File: src/rtl/fsm_ctx_scheduler_pkg.sv
// Shared types and helpers for the context-switched Moore scheduler:
// state encoding, transition/output functions and requester-count limits.
package fsm_ctx_pkg;

  localparam int NREQ_MIN = 2;
  localparam int NREQ_MAX = 8;

  typedef enum logic [1:0] {
    S0 = 2'b00,
    S1 = 2'b01,
    S2 = 2'b10,
    S3 = 2'b11
  } state_t;

  function automatic state_t calc_next(state_t s, logic x);
    state_t n;
    n = S0;
    case (s)
      S0: n = x ? S2 : S1;
      S1: n = x ? S3 : S0;
      S2: n = x ? S2 : S3;
      S3: n = x ? S0 : S2;
      default: n = S0;
    endcase
    return n;
  endfunction

  function automatic logic calc_out(state_t s);
    return (s == S0) || (s == S1);
  endfunction

endpackage

File: src/rtl/fsm_ctx_scheduler_if.sv
// Requester/response bundle between the bit sources, the scheduler and the
// downstream collector. The scheduler uses the slave view.
interface fsm_ctx_scheduler_if
  import fsm_ctx_pkg::*;
#(
  parameter int NREQ = 4,
  parameter int IDW  = $clog2(NREQ)
) ();

  logic [NREQ-1:0] req_valid;
  logic [NREQ-1:0] req_bit;
  logic [NREQ-1:0] req_ready;
  logic [NREQ-1:0] ctx_clr;
  logic            resp_valid;
  logic [IDW-1:0]  resp_id;
  logic            resp_out;
  state_t          resp_state;
  logic            resp_ready;

  modport master (
    output req_valid, req_bit, ctx_clr, resp_ready,
    input  req_ready, resp_valid, resp_id, resp_out, resp_state
  );

  modport slave (
    input  req_valid, req_bit, ctx_clr, resp_ready,
    output req_ready, resp_valid, resp_id, resp_out, resp_state
  );

endinterface

File: src/rtl/fsm_ctx_scheduler_moore4_core.sv
// Shared 4-state Moore core: pure combinational (state, x) -> (next, out).
module moore4_core
  import fsm_ctx_pkg::*;
(
  input  state_t state,
  input  logic   x,
  output state_t next_state,
  output logic   out
);

  assign next_state = calc_next(state, x);
  assign out        = calc_out(state);

endmodule

File: src/rtl/fsm_ctx_scheduler.sv
// Round-robin scheduler that time-shares one Moore core among NREQ requesters,
// each with its own saved state, and registers one response per grant.
module fsm_ctx_scheduler
  import fsm_ctx_pkg::*;
#(
  parameter int NREQ = 4,
  parameter int IDW  = $clog2(NREQ)
) (
  input  logic               clk,
  input  logic               reset,
  fsm_ctx_scheduler_if.slave bus
);

  if (NREQ < NREQ_MIN || NREQ > NREQ_MAX) begin : g_bad_nreq
    $error("fsm_ctx_scheduler: NREQ out of supported range");
  end

  state_t          ctx_q [NREQ];
  state_t          ctx_d [NREQ];
  logic [IDW-1:0]  rr_q, rr_d;
  logic            resp_valid_q, resp_valid_d;
  logic [IDW-1:0]  resp_id_q, resp_id_d;
  logic            resp_out_q, resp_out_d;
  state_t          resp_state_q, resp_state_d;

  logic            stall;
  logic            grant;
  logic [IDW-1:0]  grant_id;
  logic [IDW-1:0]  cand;
  state_t          cur_state;
  state_t          core_next;
  logic            core_out;

  assign stall = resp_valid_q && !bus.resp_ready;

  // Search starts at rr_q and wraps; the first valid requester wins.
  // NOTE: every always_comb output gets a default first so no latch is inferred.
  always_comb begin
    grant    = 1'b0;
    grant_id = '0;
    cand     = '0;
    if (!reset && !stall) begin
      for (int k = 0; k < NREQ; k++) begin
        cand = IDW'((int'(rr_q) + k) % NREQ);
        if (!grant && bus.req_valid[cand]) begin
          grant    = 1'b1;
          grant_id = cand;
        end
      end
    end
  end

  assign bus.req_ready = grant ? (NREQ'(1) << grant_id) : '0;

  assign cur_state = ctx_q[grant_id];

  moore4_core u_core (
    .state      (cur_state),
    .x          (bus.req_bit[grant_id]),
    .next_state (core_next),
    .out        (core_out)
  );

  always_comb begin
    ctx_d        = ctx_q;
    rr_d         = rr_q;
    resp_valid_d = resp_valid_q;
    resp_id_d    = resp_id_q;
    resp_out_d   = resp_out_q;
    resp_state_d = resp_state_q;

    if (grant) begin
      rr_d         = (grant_id == IDW'(NREQ - 1)) ? '0 : grant_id + 1'b1;
      resp_valid_d = 1'b1;
      resp_id_d    = grant_id;
      resp_out_d   = core_out;
      resp_state_d = core_next;
    end else if (resp_valid_q && bus.resp_ready) begin
      resp_valid_d = 1'b0;
    end

    // Clear overrides the granted update; the response still reflects it.
    for (int i = 0; i < NREQ; i++) begin
      if (bus.ctx_clr[i]) begin
        ctx_d[i] = S0;
      end else if (grant && grant_id == IDW'(i)) begin
        ctx_d[i] = core_next;
      end
    end
  end

  // NOTE: sequential state uses non-blocking assignments only.
  always_ff @(posedge clk) begin
    if (reset) begin
      // NOTE: the context table is a handful of flops, so it is reset like any register.
      for (int i = 0; i < NREQ; i++) ctx_q[i] <= S0;
      rr_q         <= '0;
      resp_valid_q <= 1'b0;
      resp_id_q    <= '0;
      resp_out_q   <= 1'b0;
      resp_state_q <= S0;
    end else begin
      ctx_q        <= ctx_d;
      rr_q         <= rr_d;
      resp_valid_q <= resp_valid_d;
      resp_id_q    <= resp_id_d;
      resp_out_q   <= resp_out_d;
      resp_state_q <= resp_state_d;
    end
  end

  assign bus.resp_valid = resp_valid_q;
  assign bus.resp_id    = resp_id_q;
  assign bus.resp_out   = resp_out_q;
  assign bus.resp_state = resp_state_q;

endmodule

File: src/flat_wrapper.sv
// flat-port wrapper written by rule: the top's interface ports become plain ports
module fsm_ctx_scheduler_flat import fsm_ctx_pkg::*;
#(
  parameter int NREQ = 4,
  parameter int IDW  = $clog2(NREQ)
)
  (clk, reset, bus_req_valid, bus_req_bit, bus_ctx_clr, bus_resp_ready, bus_req_ready, bus_resp_valid, bus_resp_id, bus_resp_out, bus_resp_state);
  fsm_ctx_scheduler_if #(.NREQ(NREQ), .IDW(IDW)) bus_i ();
  input  logic clk;
  input  logic reset;
  input wire logic [$bits(bus_i.req_valid)-1:0] bus_req_valid;
  input wire logic [$bits(bus_i.req_bit)-1:0] bus_req_bit;
  input wire logic [$bits(bus_i.ctx_clr)-1:0] bus_ctx_clr;
  input wire logic [$bits(bus_i.resp_ready)-1:0] bus_resp_ready;
  output wire logic [$bits(bus_i.req_ready)-1:0] bus_req_ready;
  output wire logic [$bits(bus_i.resp_valid)-1:0] bus_resp_valid;
  output wire logic [$bits(bus_i.resp_id)-1:0] bus_resp_id;
  output wire logic [$bits(bus_i.resp_out)-1:0] bus_resp_out;
  output wire logic [$bits(bus_i.resp_state)-1:0] bus_resp_state;
  assign bus_i.req_valid = bus_req_valid;
  assign bus_i.req_bit = bus_req_bit;
  assign bus_i.ctx_clr = bus_ctx_clr;
  assign bus_i.resp_ready = bus_resp_ready;
  assign bus_req_ready = bus_i.req_ready;
  assign bus_resp_valid = bus_i.resp_valid;
  assign bus_resp_id = bus_i.resp_id;
  assign bus_resp_out = bus_i.resp_out;
  assign bus_resp_state = bus_i.resp_state;
  fsm_ctx_scheduler #(.NREQ(NREQ), .IDW(IDW)) u_core (.clk(clk), .reset(reset), .bus(bus_i));
endmodule
File: config.mk
export PLATFORM = sky130hd
export DESIGN_NAME = fsm_ctx_scheduler_flat
export DESIGN_NICKNAME = d
export VERILOG_FILES = /design/src/rtl/fsm_ctx_scheduler_pkg.sv /design/src/rtl/fsm_ctx_scheduler_if.sv /design/src/rtl/fsm_ctx_scheduler_moore4_core.sv /design/src/rtl/fsm_ctx_scheduler.sv /design/src/flat_wrapper.sv
export SDC_FILE = /design/constraint.sdc
export NUM_CORES = 1
export LEC_CHECK = 0
export CAP_MARGIN = 15
export CORE_MARGIN = 2
export CORE_UTILIZATION = 47
export CTS_CLUSTER_SIZE = 8
export DETAILED_ROUTE_END_ITERATION = 8
export GPL_TIMING_DRIVEN = 0
export PLACE_DENSITY = 0.8
export SKIP_LAST_GASP = 1
export SLEW_MARGIN = 0
export SYNTH_ARGS = -nofsm -noshare
export SYNTH_HDL_FRONTEND = slang
export SYNTH_SLANG_ARGS = --single-unit
export TNS_END_PERCENT = 50
File: constraint.sdc
create_clock -name clk -period 3 [get_ports clk]
set_clock_uncertainty 0.05 [all_clocks]
set_input_delay 0.6 -clock clk [delete_from_list [all_inputs] [get_ports clk]]
set_output_delay 0.6 -clock clk [all_outputs]
set_load 0.05 [all_outputs]
==> impl_metrics.env <==
export IMPL_layout_area_seq_um2=320.3
export IMPL_area_growth_pct=39.81
export IMPL_antenna_cells_inserted=0
export IMPL_ys_types=27
export IMPL_detailroute_via_count=944
export IMPL_cts_sink_count=16
export IMPL_post_drt_antenna_nets=0
export IMPL_cts_hold_buffers=0
export IMPL_dp_cells=163
export IMPL_syn_num_nets=132
export IMPL_synth_avg_cell_area_um2=8.260
export IMPL_overflow_left_after_global_routing=0
export IMPL_reg2reg_from="u_core.bus.resp_valid$_SDFFE_PP0P_"
export IMPL_timing_critical_path_arrival_ps=2220
export IMPL_placeable_area_mm2=0.001922
export IMPL_worstSetupStartpointType="primary input"
export IMPL_final_setup_tns_ps=0
export IMPL_final_period_minus_worst_setup_slack_ps=2870
export IMPL_netlist_instances=113
export IMPL_critical_path_fanouts_max=5
export IMPL_route_final_wire_length_um=2386
export IMPL_synth_seq_area_share=0.3432
export IMPL_commonest_non_fill_non_tap_cells_in_the_layout="sky130_fd_sc_hd__dfxtp_1, sky130_fd_sc_hd__clkdlybuf4s50_1, sky130_fd_sc_hd__nand2_1, sky130_fd_sc_hd__o21ai_0, sky130_fd_sc_hd__nor2_1"
export IMPL_fraction_of_synthesized_cell_area_in_xor_and_xnor_cells=0
export IMPL_grt_max_degree=11
export IMPL_synth_adder_area_share=0.05362
export IMPL_met3WireLength_um=141
export IMPL_m1WireLength_um=997
export IMPL_most_common_cell_after_layout_fill_and_taps_aside="sky130_fd_sc_hd__dfxtp_1"
export IMPL_chipHeight_um=48.57
export IMPL_critical_path_endpoint_type="output port"
export IMPL_rows=16
export IMPL_avgViaCountPerCell=5.488
export IMPL_worst_endpoint_required_ps=2350
export IMPL_power_ir_vdd_worst_mv=0.2951
export IMPL_ys_warn_count=0
export IMPL_rr_worst_depth=9
export IMPL_synth_top_family_by_area="simple AND/OR/NAND/NOR gates"
export IMPL_finalCritPeriodShare=0.9567
export IMPL_grt_pass1_vias=905
export IMPL_clock_tree_root_cell="sky130_fd_sc_hd__clkbuf_4"
export IMPL_final_nets=165
export IMPL_setup_slack_ps=129.8
export IMPL_power_density_mw_per_mm2=450.7
export IMPL_final_layout_size_suffix_gt1_frac=0.2483
export IMPL_nFillCells=172
export IMPL_rr_endpoint="u_core.ctx_q[2]$_SDFFE_PP0P_"
export IMPL_rsz0062_at_grt="false"
export IMPL_drtIter0Drc=21
export IMPL_floorplan_die_width_um=48.57
export IMPL_dr_max_layer_used="met4"
export IMPL_hold_path_endpoint="u_core.bus.resp_id[1]$_SDFFE_PP0P_"
export IMPL_post_route_drc_count=0
export IMPL_synth_seq_cells=16
export IMPL_min_path_cells=2
export IMPL_synthTopCellsByArea="sky130_fd_sc_hd__dfxtp_1, sky130_fd_sc_hd__mux2i_1, sky130_fd_sc_hd__nand2_1"
export IMPL_report_final_slew_viol_count=0
export IMPL_worst_setup_hold_path_clk_slew_ps=90
export IMPL_placement_setup_worst_slack_ps=-1088
export IMPL_critPathKind="primary input to output port"
export IMPL_global_route_wire_length_before_repair_um=4029
export IMPL_antenna_violations_before_repair=0
export IMPL_final_hold_viol_count=0
export IMPL_worstHoldPathType="register to register"
export IMPL_drt_pass1_iterations=4
export IMPL_io_buffers=23
export IMPL_max_clock_path_buffers=2
export IMPL_ios=25
export IMPL_detailroute_wirelength_met2_um=1227
export IMPL_fmaxAchievable_mhz=348.4
export IMPL_synth_top_area_share=0.3432
export IMPL_clock_tree_htree_level_count=1
export IMPL_synth_area_mux_share=0.1153
export IMPL_worst_skew_pair_late_latency_ps=290
export IMPL_cts_made_buffers=3
export IMPL_detailedPlacementHpwl_um=1609
export IMPL_tightestPinTransition_ps=676.2
export IMPL_start_util=0.4857
export IMPL_min_from="u_core.bus.resp_id[1]$_SDFFE_PP0P_"
export IMPL_routabilityCongestion=0.8322
export IMPL_ff2ff_setup_slack_ps=400
export IMPL_cap_viol_max_count=0
export IMPL_hold_worst_slack_ps=402.4
export IMPL_design_die_area_mm2=0.002359
export IMPL_post_synthesis_compound_gate_area_fraction=0.1796
export IMPL_status="completed"
export IMPL_tritoncts="built"
export IMPL_maxSlewHeadroom=0.5467
export IMPL_stdcell_count=172
export IMPL_multi_input_area_um2=604.3
export IMPL_power_static_leakage_uw=0.0005298
export IMPL_syn_cell_area_um2=933.4
export IMPL_yosys_area_share_simple=0.2547
export IMPL_groute_usage_overall=0.2170
export IMPL_post_synth_top_area_cell="sky130_fd_sc_hd__dfxtp_1"
export IMPL_drt_wirelength_per_cell_um=13.87
export IMPL_timing_final_setup_violations=0
## per-layer routing
layer / up-vias / track usage
li1: 468 / -
met1: 440 / 0.2515
met2: 32 / 0.3819
met3: 4 / 0.07407
met4: 0 / 0.05714
met5: - / 0
## where the power goes
group	total (uW)	switching [uW]	internal, uW
logic	203	122	81.7
registers	241	12.6	229
clock network	143	69.4	73.9
total	588	204	384
## synth_stat cells
cell,number
sky130_fd_sc_hd__nand3b_1,1
sky130_fd_sc_hd__or3b_4,1
sky130_fd_sc_hd__ha_1,4
sky130_fd_sc_hd__nor3_1,2
sky130_fd_sc_hd__a21boi_1,1
sky130_fd_sc_hd__a31oi_1,5
sky130_fd_sc_hd__nor2_1,9
sky130_fd_sc_hd__nand2b_1,5
sky130_fd_sc_hd__a21oi_1,5
sky130_fd_sc_hd__mux2_2,2
sky130_fd_sc_hd__nor4_1,5
sky130_fd_sc_hd__nor2b_1,1
sky130_fd_sc_hd__o21ai_0,10
sky130_fd_sc_hd__nand3_1,3
sky130_fd_sc_hd__o31ai_1,1
sky130_fd_sc_hd__mux2_4,1
sky130_fd_sc_hd__o32ai_1,1
sky130_fd_sc_hd__dfxtp_1,16
sky130_fd_sc_hd__buf_6,1
sky130_fd_sc_hd__and2_1,1
sky130_fd_sc_hd__mux2i_1,7
sky130_fd_sc_hd__clkbuf_2,1
sky130_fd_sc_hd__nor4_4,1
sky130_fd_sc_hd__inv_1,9
sky130_fd_sc_hd__or3_4,1
sky130_fd_sc_hd__nand2_1,14
sky130_fd_sc_hd__a211oi_1,5
## through the flow
stage | utilization | instance area [um^2] | total power [uW]
after global placement | 0.6230 | 1197 | 426.9
after global routing | 0.6790 | 1305 | 617.8
after CTS | 0.6719 | 1291 | 586.0
after detailed placement | 0.6230 | 1197 | 430.6
final | 0.6790 | 1305 | 588.2
after floorplan | - | 933.4 | 367.5
## timing repair
item / 4_1_cts / 5_1_grt
cloned: 0 / 0
resized for setup: 47 / 8
buffers inserted: 3 / 2
pin swaps: 2 / 0
endpoints found under the setup margin: 9 / 4
## state kept, by name, summed over array words and instances (netlist names)
| signal | flops |
|---|---|
| u_core.bus.resp_id | 2 |
| u_core.bus.resp_out | 1 |
| u_core.bus.resp_state | 2 |
| u_core.bus.resp_valid | 1 |
| u_core.ctx_q | 8 |
| u_core.rr_q | 2 |
## worst max path at each step
stage / start / to / slack [ps] / depth (start not counted)
4_1_cts: bus_req_valid[0] / bus_req_ready[1] / 20 / 10
5_1_grt: bus_req_valid[3] / bus_req_ready[2] / 20 / 10
3_5_place_dp: bus_req_valid[0] / bus_req_ready[0] / -1090 / 10
3_3_place_gp: bus_req_valid[0] / bus_req_ready[2] / -1090 / 9
2_1_floorplan: reset / bus_req_ready[3] / 120 / 7
6_report: bus_req_valid[3] / bus_req_ready[2] / 130 / 10
## cell type report
type,instances,share of cell area
Sequential cell,16,0.2454
Multi-Input combinational cell,86,0.4631
Inverter,9,0.02589
Tap cell,27,0.02589
Timing Repair Buffer,28,0.1994
Clock buffer,4,0.02780
Buffer,2,0.01246
## worst max-delay path, stage by stage
cell and delay (ps):
sky130_fd_sc_hd__clkdlybuf4s15_1 290, sky130_fd_sc_hd__nor4_4 70, sky130_fd_sc_hd__or3_4 390, sky130_fd_sc_hd__nor4_4 150
sky130_fd_sc_hd__buf_6 160, sky130_fd_sc_hd__inv_2 50, sky130_fd_sc_hd__ha_1 210, sky130_fd_sc_hd__nand2_2 80
sky130_fd_sc_hd__inv_2 70, sky130_fd_sc_hd__buf_8 150
## logic make-up after synthesis
| family | after synthesis |
|---|---|
| AO/OA/AOI/OAI | 28 |
| multiplexers | 10 |
| buffers and inverters | 11 |
| AND/OR/NAND/NOR | 44 |
| adder cells (fa/ha/maj) | 4 |
| flip-flops | 16 |
Power figures use the tool's default switching activity.
